===== src/rtl/fpu_uart_pkg.sv =====
// Shared UART definitions for the FPU serial link (receiver and result
// transmitter).
//   UART_DATA_BITS    : data bits per 8N1 frame
//   UART_CLKS_PER_BIT : default baud divider (10 MHz / 115200)
//   uart_state_e      : common UART state encoding
package fpu_uart_pkg;

    localparam int UART_DATA_BITS    = 8;
    localparam int UART_CLKS_PER_BIT = 87;

    typedef enum logic [2:0] {
        IDLE    = 3'd0,
        START   = 3'd1,
        DATA    = 3'd2,
        STOP    = 3'd3,
        CLEANUP = 3'd4
    } uart_state_e;

endpackage


===== src/rtl/fpu_result_uart_tx_if.sv =====
// Word handshake between the FPU FSM top and the result transmitter.
//   i_result : result word offered by the FPU
//   i_valid  : i_result is valid
//   o_ready  : transmitter can accept a word (accept = i_valid && o_ready)
interface fpu_result_uart_tx_if #(
    parameter int DATA_W = 16
);
    logic [DATA_W-1:0] i_result;
    logic              i_valid;
    logic              o_ready;

    modport master (
        output i_result,
        output i_valid,
        input  o_ready
    );

    modport slave (
        input  i_result,
        input  i_valid,
        output o_ready
    );
endinterface


===== src/rtl/uart_tx_byte.sv =====
// Per-byte 8N1 transmit engine: start bit, 8 data bits LSB first, stop bit.
//   clk, rst     : clock, synchronous active-high reset
//   i_byte       : byte to send, latched when a frame starts
//   i_start      : start a frame (taken in IDLE, or on the last stop-bit
//                  cycle so consecutive bytes have no idle gap)
//   o_byte_done  : high on the last cycle of the stop bit
//   o_tx_serial  : serial line, driven straight from a flop
//
// state | meaning
// IDLE  | line high, waiting for i_start
// START | line low for one bit time
// DATA  | line = r_byte[r_bit], r_bit 0..7
// STOP  | line high for one bit time; may chain straight into START
module uart_tx_byte
    import fpu_uart_pkg::*;
#(
    parameter int CLKS_PER_BIT = UART_CLKS_PER_BIT
) (
    input  logic                      clk,
    input  logic                      rst,
    input  logic [UART_DATA_BITS-1:0] i_byte,
    input  logic                      i_start,
    output logic                      o_byte_done,
    output logic                      o_tx_serial
);

    localparam int CNT_W = (CLKS_PER_BIT > 1) ? $clog2(CLKS_PER_BIT) : 1;
    localparam int BIT_W = $clog2(UART_DATA_BITS);
    localparam logic [CNT_W-1:0] CNT_LAST = CNT_W'(CLKS_PER_BIT - 1);
    localparam logic [BIT_W-1:0] BIT_LAST = BIT_W'(UART_DATA_BITS - 1);

    uart_state_e               r_state, w_state_nxt;
    logic [CNT_W-1:0]          r_cnt, w_cnt_nxt;
    logic [BIT_W-1:0]          r_bit, w_bit_nxt;
    logic [UART_DATA_BITS-1:0] r_byte, w_byte_nxt;
    logic                      r_tx, w_tx_nxt;
    logic                      w_bit_end;
    logic [BIT_W-1:0]          w_bit_inc;

    assign w_bit_end   = (r_cnt == CNT_LAST);
    assign w_bit_inc   = r_bit + BIT_W'(1);
    assign o_tx_serial = r_tx;

    always_ff @(posedge clk) begin
        if (rst) begin
            r_state <= IDLE;
            r_cnt   <= '0;
            r_bit   <= '0;
            r_byte  <= '0;
            r_tx    <= 1'b1;
        end else begin
            r_state <= w_state_nxt;
            r_cnt   <= w_cnt_nxt;
            r_bit   <= w_bit_nxt;
            r_byte  <= w_byte_nxt;
            r_tx    <= w_tx_nxt;
        end
    end

    always_comb begin
        w_state_nxt = r_state;
        w_cnt_nxt   = r_cnt;
        w_bit_nxt   = r_bit;
        w_byte_nxt  = r_byte;
        w_tx_nxt    = r_tx;
        o_byte_done = 1'b0;
        case (r_state)
            IDLE: begin
                w_tx_nxt  = 1'b1;
                w_cnt_nxt = '0;
                if (i_start) begin
                    w_state_nxt = START;
                    w_byte_nxt  = i_byte;
                    w_bit_nxt   = '0;
                    w_tx_nxt    = 1'b0;
                end
            end
            START: begin
                if (w_bit_end) begin
                    w_state_nxt = DATA;
                    w_cnt_nxt   = '0;
                    w_bit_nxt   = '0;
                    w_tx_nxt    = r_byte[0];
                end else begin
                    w_cnt_nxt = r_cnt + CNT_W'(1);
                end
            end
            DATA: begin
                if (w_bit_end) begin
                    w_cnt_nxt = '0;
                    if (r_bit == BIT_LAST) begin
                        w_state_nxt = STOP;
                        w_tx_nxt    = 1'b1;
                    end else begin
                        w_bit_nxt = w_bit_inc;
                        w_tx_nxt  = r_byte[w_bit_inc];
                    end
                end else begin
                    w_cnt_nxt = r_cnt + CNT_W'(1);
                end
            end
            STOP: begin
                if (w_bit_end) begin
                    o_byte_done = 1'b1;
                    w_cnt_nxt   = '0;
                    // Chaining here removes the idle cycle between bytes.
                    if (i_start) begin
                        w_state_nxt = START;
                        w_byte_nxt  = i_byte;
                        w_bit_nxt   = '0;
                        w_tx_nxt    = 1'b0;
                    end else begin
                        w_state_nxt = IDLE;
                        w_tx_nxt    = 1'b1;
                    end
                end else begin
                    w_cnt_nxt = r_cnt + CNT_W'(1);
                end
            end
            default: begin
                w_state_nxt = IDLE;
                w_cnt_nxt   = '0;
                w_tx_nxt    = 1'b1;
            end
        endcase
    end

endmodule


===== src/rtl/fpu_result_uart_tx.sv =====
// Result return path: sends each accepted 16-bit FPU result as two 8N1
// frames, high byte first, with no gap between the two frames.
//   clk, rst    : clock, synchronous active-high reset
//   bus         : word handshake (slave side: i_result, i_valid, o_ready)
//   o_tx_serial : UART TX line, idles high
//   o_busy      : word transfer in progress (~o_ready)
//   o_done      : one-cycle pulse after the second stop bit
//
// state   | meaning
// IDLE    | ready for a word, line high
// DATA    | byte engine sending byte r_byte_idx of r_word
// CLEANUP | one cycle, o_done pulse, not ready
module fpu_result_uart_tx
    import fpu_uart_pkg::*;
#(
    parameter int CLKS_PER_BIT = UART_CLKS_PER_BIT,
    parameter int DATA_W       = 16
) (
    input  logic                 clk,
    input  logic                 rst,
    fpu_result_uart_tx_if.slave  bus,
    output logic                 o_tx_serial,
    output logic                 o_busy,
    output logic                 o_done
);

    uart_state_e               r_state, w_state_nxt;
    logic [DATA_W-1:0]         r_word, w_word_nxt;
    logic                      r_byte_idx, w_byte_idx_nxt;
    logic                      w_start;
    logic [UART_DATA_BITS-1:0] w_byte;
    logic                      w_byte_done;

    uart_tx_byte #(
        .CLKS_PER_BIT (CLKS_PER_BIT)
    ) u_tx_byte (
        .clk         (clk),
        .rst         (rst),
        .i_byte      (w_byte),
        .i_start     (w_start),
        .o_byte_done (w_byte_done),
        .o_tx_serial (o_tx_serial)
    );

    assign bus.o_ready = (r_state == IDLE);
    assign o_busy      = (r_state != IDLE);
    assign o_done      = (r_state == CLEANUP);

    always_ff @(posedge clk) begin
        if (rst) begin
            r_state    <= IDLE;
            r_word     <= '0;
            r_byte_idx <= 1'b0;
        end else begin
            r_state    <= w_state_nxt;
            r_word     <= w_word_nxt;
            r_byte_idx <= w_byte_idx_nxt;
        end
    end

    always_comb begin
        w_state_nxt    = r_state;
        w_word_nxt     = r_word;
        w_byte_idx_nxt = r_byte_idx;
        w_start        = 1'b0;
        w_byte         = '0;
        case (r_state)
            IDLE: begin
                if (bus.i_valid) begin
                    // High byte goes straight from the port so the start
                    // bit appears the cycle after acceptance.
                    w_state_nxt    = DATA;
                    w_word_nxt     = bus.i_result;
                    w_byte_idx_nxt = 1'b0;
                    w_start        = 1'b1;
                    w_byte         = bus.i_result[DATA_W-1 -: UART_DATA_BITS];
                end
            end
            DATA: begin
                if (w_byte_done) begin
                    if (!r_byte_idx) begin
                        w_byte_idx_nxt = 1'b1;
                        w_start        = 1'b1;
                        w_byte         = r_word[UART_DATA_BITS-1:0];
                    end else begin
                        w_state_nxt = CLEANUP;
                    end
                end
            end
            CLEANUP: begin
                w_state_nxt = IDLE;
            end
            default: begin
                w_state_nxt = IDLE;
            end
        endcase
    end

endmodule


===== src/flat_wrapper.sv =====
// flat-port wrapper written by rule: the top's interface ports become plain ports
module fpu_result_uart_tx_flat import fpu_uart_pkg::*;
#(
    parameter int CLKS_PER_BIT = UART_CLKS_PER_BIT,
    parameter int DATA_W       = 16
)
  (clk, rst, o_tx_serial, o_busy, o_done, bus_i_result, bus_i_valid, bus_o_ready);
  fpu_result_uart_tx_if #(.DATA_W(DATA_W)) bus_i ();
  input  logic clk;
  input  logic rst;
  output logic o_tx_serial;
  output logic o_busy;
  output logic o_done;
  input wire logic [$bits(bus_i.i_result)-1:0] bus_i_result;
  input wire logic [$bits(bus_i.i_valid)-1:0] bus_i_valid;
  output wire logic [$bits(bus_i.o_ready)-1:0] bus_o_ready;
  assign bus_i.i_result = bus_i_result;
  assign bus_i.i_valid = bus_i_valid;
  assign bus_o_ready = bus_i.o_ready;
  fpu_result_uart_tx #(.CLKS_PER_BIT(CLKS_PER_BIT), .DATA_W(DATA_W)) u_core (.clk(clk), .rst(rst), .bus(bus_i), .o_tx_serial(o_tx_serial), .o_busy(o_busy), .o_done(o_done));
endmodule

===== config.mk =====
export PLATFORM = sky130hd
export DESIGN_NAME = fpu_result_uart_tx_flat
export DESIGN_NICKNAME = d
export VERILOG_FILES = /design/src/rtl/fpu_uart_pkg.sv /design/src/rtl/fpu_result_uart_tx_if.sv /design/src/rtl/uart_tx_byte.sv /design/src/rtl/fpu_result_uart_tx.sv /design/src/flat_wrapper.sv
export SDC_FILE = /design/constraint.sdc
export NUM_CORES = 1
export LEC_CHECK = 0
export BUFFER_PORTS_ARGS = -buffer_cell sky130_fd_sc_hd__buf_2
export CAP_MARGIN = 15
export CORE_MARGIN = 5
export CORE_UTILIZATION = 51
export CTS_CLUSTER_DIAMETER = 50
export DETAILED_ROUTE_END_ITERATION = 8
export HOLD_SLACK_MARGIN = 0.12
export PLACE_DENSITY_LB_ADDON = 0.2
export SKIP_CTS_REPAIR_TIMING = 1
export SYNTH_ARGS = -nofsm -noshare
export SYNTH_HDL_FRONTEND = slang
export SYNTH_HIERARCHICAL = 1
export SYNTH_SLANG_ARGS = --single-unit

===== constraint.sdc =====
create_clock -name clk -period 2.4 [get_ports clk]
set_input_delay 0.24 -clock clk [delete_from_list [all_inputs] [get_ports clk]]
set_output_delay 0.24 -clock clk [all_outputs]
set_load 0.05 [all_outputs]

* Word-level counts from Yosys, hierarchy flattened
Index checks and enable logic that the tools add are counted.
** Word-level totals
- Bits of input ports :: 19
- Bits in registers :: 34
- Output and inout bits :: 4
- Logic and storage cells :: 84
** Operators by class
- Mux-type cells :: 41
- Magnitude comparators :: 1
- Bitwise logic cells :: 1
- $add $sub $neg :: 2
- Equal/unequal tests :: 16
- Reductions and logical operators :: 15
** Operator list (number)
- $mux W8 :: 5
- $mux W3 :: 13
- $pmux W8 S2 :: 2
- $pmux W3 S4 :: 2
- $ne A2 B2 Y1 const B :: 8
- $mux W1 :: 14
- $reduce_and A5 Y1 :: 2
- $eq A3 B2 Y1 const B :: 3
- $reduce_and A3 Y1 :: 3
- $add A7 B1 Y7 const B :: 1
- $eq A7 B7 Y1 const B :: 1
- $eq A3 B3 Y1 const B :: 2
- $logic_not A3 Y1 :: 2
- $pmux W3 S2 :: 1
- $reduce_or A3 Y1 :: 2
- $lt A3 B4 Y1 const B :: 1
- $pmux W1 S2 :: 2
- $pmux W1 S4 :: 1
- $reduce_and A2 Y1 :: 2
- $reduce_bool A2 Y1 :: 2
- $reduce_bool A4 Y1 :: 1
- $add A3 B1 Y3 const B :: 1
- $bmux W1 S3 :: 1
- $eq A3 B1 Y1 const B :: 1
- other kinds (3) :: 3

* Depth between registers and ports, before layout
- Depth in word-level cells :: 8
- Gate-level depth with buffers :: 12
- Depth with buffers taken out :: 11

* Cells and area by module
The synthesis kept the hierarchy.
** By module, submodules not included
- uart_tx_byte :: area each 1049.8 um^2, times used 1, cells an instance 105, seq. area each 420.4 um^2
- fpu_result_uart_tx :: area each 606.8 um^2, times used 1, cells an instance 62, seq. area each 220.2 um^2

* Least setup slack after synthesis
Ideal clock, no wire load.
- Kind :: reg2reg
- Start :: register u_core.u_tx_byte.r_cnt[0]
- End :: register u_core.u_tx_byte.r_byte[0]
- Data required time :: 2.272 ns
- Arrival :: 2.411 ns
- Path buffers :: 1
- Path slack :: -0.138 ns
- Period minus slack after synthesis :: 2.538 ns
- Stages on the path, launching flop included :: 13
- Library setup time :: 0.128 ns
- Cells stage by stage :: dfxtp_1 > inv_1 > ha_1 > nand4bb_4 > nor2_1 > and2_1 > nor4bb_1 > buf_2 > or2_1 > nand2_1 > o31ai_4 > mux2i_1 > nor2_1
** On the way
- Longest elaborated chain between the ends :: 8
- Elaborated cells between the ends (all ways) :: 12
- Classes of those cells :: eq/ne (2); mux (9); reduce/logical (1)
** RTL lines
- start: declaration :: RTL line uart_tx_byte.sv:33 : logic [CNT_W-1:0] r_cnt, w_cnt_nxt;
- start signal: assignment :: RTL line uart_tx_byte.sv:53 : r_cnt <= w_cnt_nxt;
- $eq A7 B7 Y1 * :: RTL line uart_tx_byte.sv:40 : assign w_bit_end = (r_cnt == CNT_LAST);
- $mux W1 * :: RTL line uart_tx_byte.sv:103 : if (w_bit_end) begin
- $mux W1 * :: RTL line uart_tx_byte.sv:67 : case (r_state)
- via u_core.w_byte_done :: RTL line fpu_result_uart_tx.sv:32 : logic w_byte_done;
- $mux W1 * :: RTL line fpu_result_uart_tx.sv:80 : if (w_byte_done) begin
- $pmux W1 S2 * :: RTL line fpu_result_uart_tx.sv:67 : case (r_state)
- via u_core.w_start :: RTL line fpu_result_uart_tx.sv:30 : logic w_start;
- $mux W8 * :: RTL line uart_tx_byte.sv:71, uart_tx_byte.sv:107
- $mux W8 :: RTL line uart_tx_byte.sv:103
- $pmux W8 S2 * :: RTL line uart_tx_byte.sv:67
- end signal: assignment :: RTL line uart_tx_byte.sv:55 : r_byte <= w_byte_nxt;
- end: declaration :: RTL line uart_tx_byte.sv:35 : logic [UART_DATA_BITS-1:0] r_byte, w_byte_nxt;
The timed path passes the listed nets; every way through them passes the cells marked *. The select of a mux whose other input is x is not followed.
A chain may end at the register's enable or synchronous reset.

* Worst setup path after layout
- Start :: register u_core.u_tx_byte.r_cnt[0]
- End :: register u_core.u_tx_byte.r_byte[1]
Same word-level chain as after synthesis.

==> impl_metrics.py <==
metrics = {
    "status": {
        "status": "completed",
    },
    "job": {
        "cap_viol_max_count": 0,
    },
    "synthesis": {
        "synth_ff_type": "dfxtp_1",
        "syn_nets": 194,
        "synth.distinct_cells": 42,
        "ys_async_sr_fraction_pct": 0,
        "yosysTopAreaCell": "dfxtp_1",
        "synth_seq_cells": 32,
        "synth_area_um2": 1660,
        "synthTopCellsByArea": "dfxtp_1, mux2i_1, nand2b_1",
        "ys_seq_area_share_pct": 38.7,
        "postSynthCellCount": 167,
        "syn_avg_cell_area_um2": 9.92,
        "yosysWarnings": 6,
        "synth_edf_count": 0,
        "yosysTopAreaCellShare_pct": 38.7,
    },
    "global_route": {
        "overflow": 0,
        "antenna_found_initial": 0,
        "grt_start_max_net_pins": 36,
        "grt_pass1_wl_mm": 5.40,
        "grt_pass1_vias": 1248,
        "gr-usage-all-layers_pct": 15.7,
    },
    "die": {
        "die_y_um": 67.0,
        "row_count": 20,
        "die-area_um2": 4490,
        "start_util_pct": 53.8,
        "core_area_um2": 3080,
        "die_x_um": 67.0,
        "io_pins": 23,
    },
    "detailed_routing": {
        "dr_total_vias": 1265,
        "routed_wl_mm": 3.21,
        "drc": 0,
        "wl_per_cell_um": 13.3,
        "ant_nets": 0,
        "drt_first_pass_iters": 4,
        "initialDrtViolationCount": 79,
        "vias_per_cell": 5.25,
    },
    "clock_network": {
        "cts_buffer_depth": 2,
        "path_clk_slew_ps": 100,
        "numCtsBuffers": 5,
        "htree_levels": 2,
        "cts_tree": "yes",
        "cts.sinks": 32,
        "clock_latency_ps": 320,
        "cts_root_buf": "clkbuf_4",
    },
    "place": {
        "gp_congestion": 0.857,
        "dpl.hpwl_mm": 2.41,
        "io_buffers": 22,
        "place_area_um2": 1860,
    },
    "layout": {
        "final_layout_size_suffix_gt1_share_pct": 27.9,
        "multiInputGateArea_um2": 1010,
        "fin_area_um2": 1940,
        "n_antenna_cell": 0,
        "layout.nets": 224,
        "utilization_pct": 63.0,
        "area_delta_synth_final_pct": 17.1,
        "regArea_um2": 643,
        "n_fill_cell": 263,
    },
    "sta": {
        "fmax_ghz": 0.451,
        "fin_crit_ps": 2210,
        "skew_ps": 9.01,
        "worstMarginPinSlew_ps": 602,
        "hold_viol_final": 0,
        "slew_viol_final": 0,
        "whs_ps": 180,
        "slew_headroom_pct": 59.3,
        "setup_violations": 0,
        "finalCritPeriodShare_pct": 92.3,
    },
    "setup_path": {
        "cp.arrival_ps": 2400,
        "slowest_delay_ps": 350,
        "cp_cell_sequence": "inv_2 -> ha_4 -> nand4bb_4 -> nor2_4 -> and2_4 -> nor4bb_4 -> or2_4 -> nand2_4 -> o31ai_4 -> buf_6 -> mux2i_1 -> nor2_1",
        "path_depth": 12,
        "path_class": "register to register",
        "cp_slowest_cell": "dfxtp_2",
        "critPathLaunchType": "register",
        "crit_buf_inv": 2,
        "rr_worst_depth": 12,
        "r2r_setup_slack_ps": 190,
        "end_kind": "register",
        "critPathMaxFanout": 8,
        "path_delay_family": "simple AND/OR/NAND/NOR gates",
        "cp.required_ps": 2590,
    },
    "power": {
        "power.density_nw_per_um2": 666,
        "ir_drop_mv": 0.430,
        "power.total_w": 0.00129,
        "leakagePower_nw": 0.794,
    },
    "min_path": {
        "worstHoldPathType": "input port to register",
        "whs_path_depth": 3,
    },
}
## layout by cell type (no fill, tap or decap), drive strengths merged, types with 3 or more instances in the layout
cell	Yosys	routed
dfxtp	32	32
buf	2	29
nor2	20	20
nand2b	17	17
mux2i	16	16
a22o	10	10
ha	8	8
clkbuf	4	6
inv	6	6
a21oi	5	5
nand3	4	4
nand2	4	4
nor3	3	3
xor2	3	3
and3	3	3
## logic make-up (layout without fill, tap and decap cells)
kind of cell | after synthesis | after routing | share of synthesized area [%]
multiplexers | 20 | 20 | 13.7
XOR/XNOR | 5 | 5 | 2.64
flip-flops | 32 | 32 | 38.7
buffers and inverters | 12 | 42 | 3.47
AND/OR/NAND/NOR | 64 | 64 | 22.7
AO/OA/AOI/OAI | 26 | 26 | 12.7
adder cells (fa/ha/maj) | 8 | 8 | 6.04
## routing by layer
| metal | vias up | share of wire, % | global-route usage, % |
|---|---|---|---|
| met2 | 23 | 45 | 24.9 |
| met4 | 0 | 0.40 | 4.56 |
| met5 | - | 0 | 0 |
| met3 | 2 | 4.7 | 4.72 |
| met1 | 587 | 50 | 20.5 |
| li1 | 653 | - | - |
## worst paths after layout
kind                                   from                    endpoint
setup / recovery  u_core/u_tx_byte/r_cnt[0]  u_core/u_tx_byte/r_byte[1]
hold / removal              bus_i_result[7]            u_core/r_word[7]
setup reg to reg  u_core/u_tx_byte/r_cnt[0]  u_core/u_tx_byte/r_byte[1]
hold reg to reg   u_core/u_tx_byte/r_cnt[0]   u_core/u_tx_byte/r_cnt[0]
## flip-flops by register name, indices dropped and copies added (netlist names)
| signal | count |
|---|---|
| u_core/u_tx_byte/r_state | 2 |
| u_core/r_state | 2 |
| u_core/u_tx_byte/r_byte | 8 |
| u_core/u_tx_byte/o_tx_serial | 1 |
| u_core/r_byte_idx | 1 |
| u_core/r_word | 8 |
| u_core/u_tx_byte/r_bit | 3 |
| u_core/u_tx_byte/r_cnt | 7 |
## Yosys cell counts (2+ instances only)
| master | n |
|---|---|
| dfxtp_1 | 32 |
| nand3_1 | 4 |
| mux2i_1 | 16 |
| nor2_1 | 20 |
| nand2b_1 | 17 |
| mux4_2 | 2 |
| nand2_1 | 4 |
| mux2_2 | 2 |
| clkbuf_1 | 4 |
| a22o_1 | 10 |
| xnor2_1 | 2 |
| nor3_1 | 3 |
| o21ai_0 | 2 |
| xor2_1 | 3 |
| or3_1 | 2 |
| ha_1 | 8 |
| and3_1 | 2 |
| inv_1 | 6 |
| a21oi_1 | 5 |
## through the flow
| stage | setup slack [ps] | TNS (ps) | cells |
|---|---|---|---|
| floorplan | 11.2 | 0 | 167 |
| global placement | 133 | 0 | 233 |
| detailed placement | 33.3 | 0 | 233 |
| CTS | 8.72 | 0 | 240 |
| global route | -1.74 | -1.74 | 241 |
| finish | 185 | 0 | 241 |
## power by group
part	total [W]	switching [W]	leakage (nW)	internal [W]
combinational	0.000402	0.000232	0.504	0.000170
sequential	0.000616	0.0000363	0.261	0.000579
clock	0.000273	0.000166	0.0281	0.000108
total	0.00129	0.000434	0.794	0.000857
## worst min-delay path, cell delays in order
cell and delay, ps:
buf_2 90, nand2b_1 50, mux2i_1 60
## cell type report
type	count	area share, %
Clock buffer	6	2.13
Clock inverter	1	0.258
Inverter	6	1.16
Multi-Input combinational cell	123	51.9
Sequential cell	32	33.2
Tap cell	44	2.84
Timing Repair Buffer	29	8.58
No activity file was read; power rests on OpenSTA's default activity.
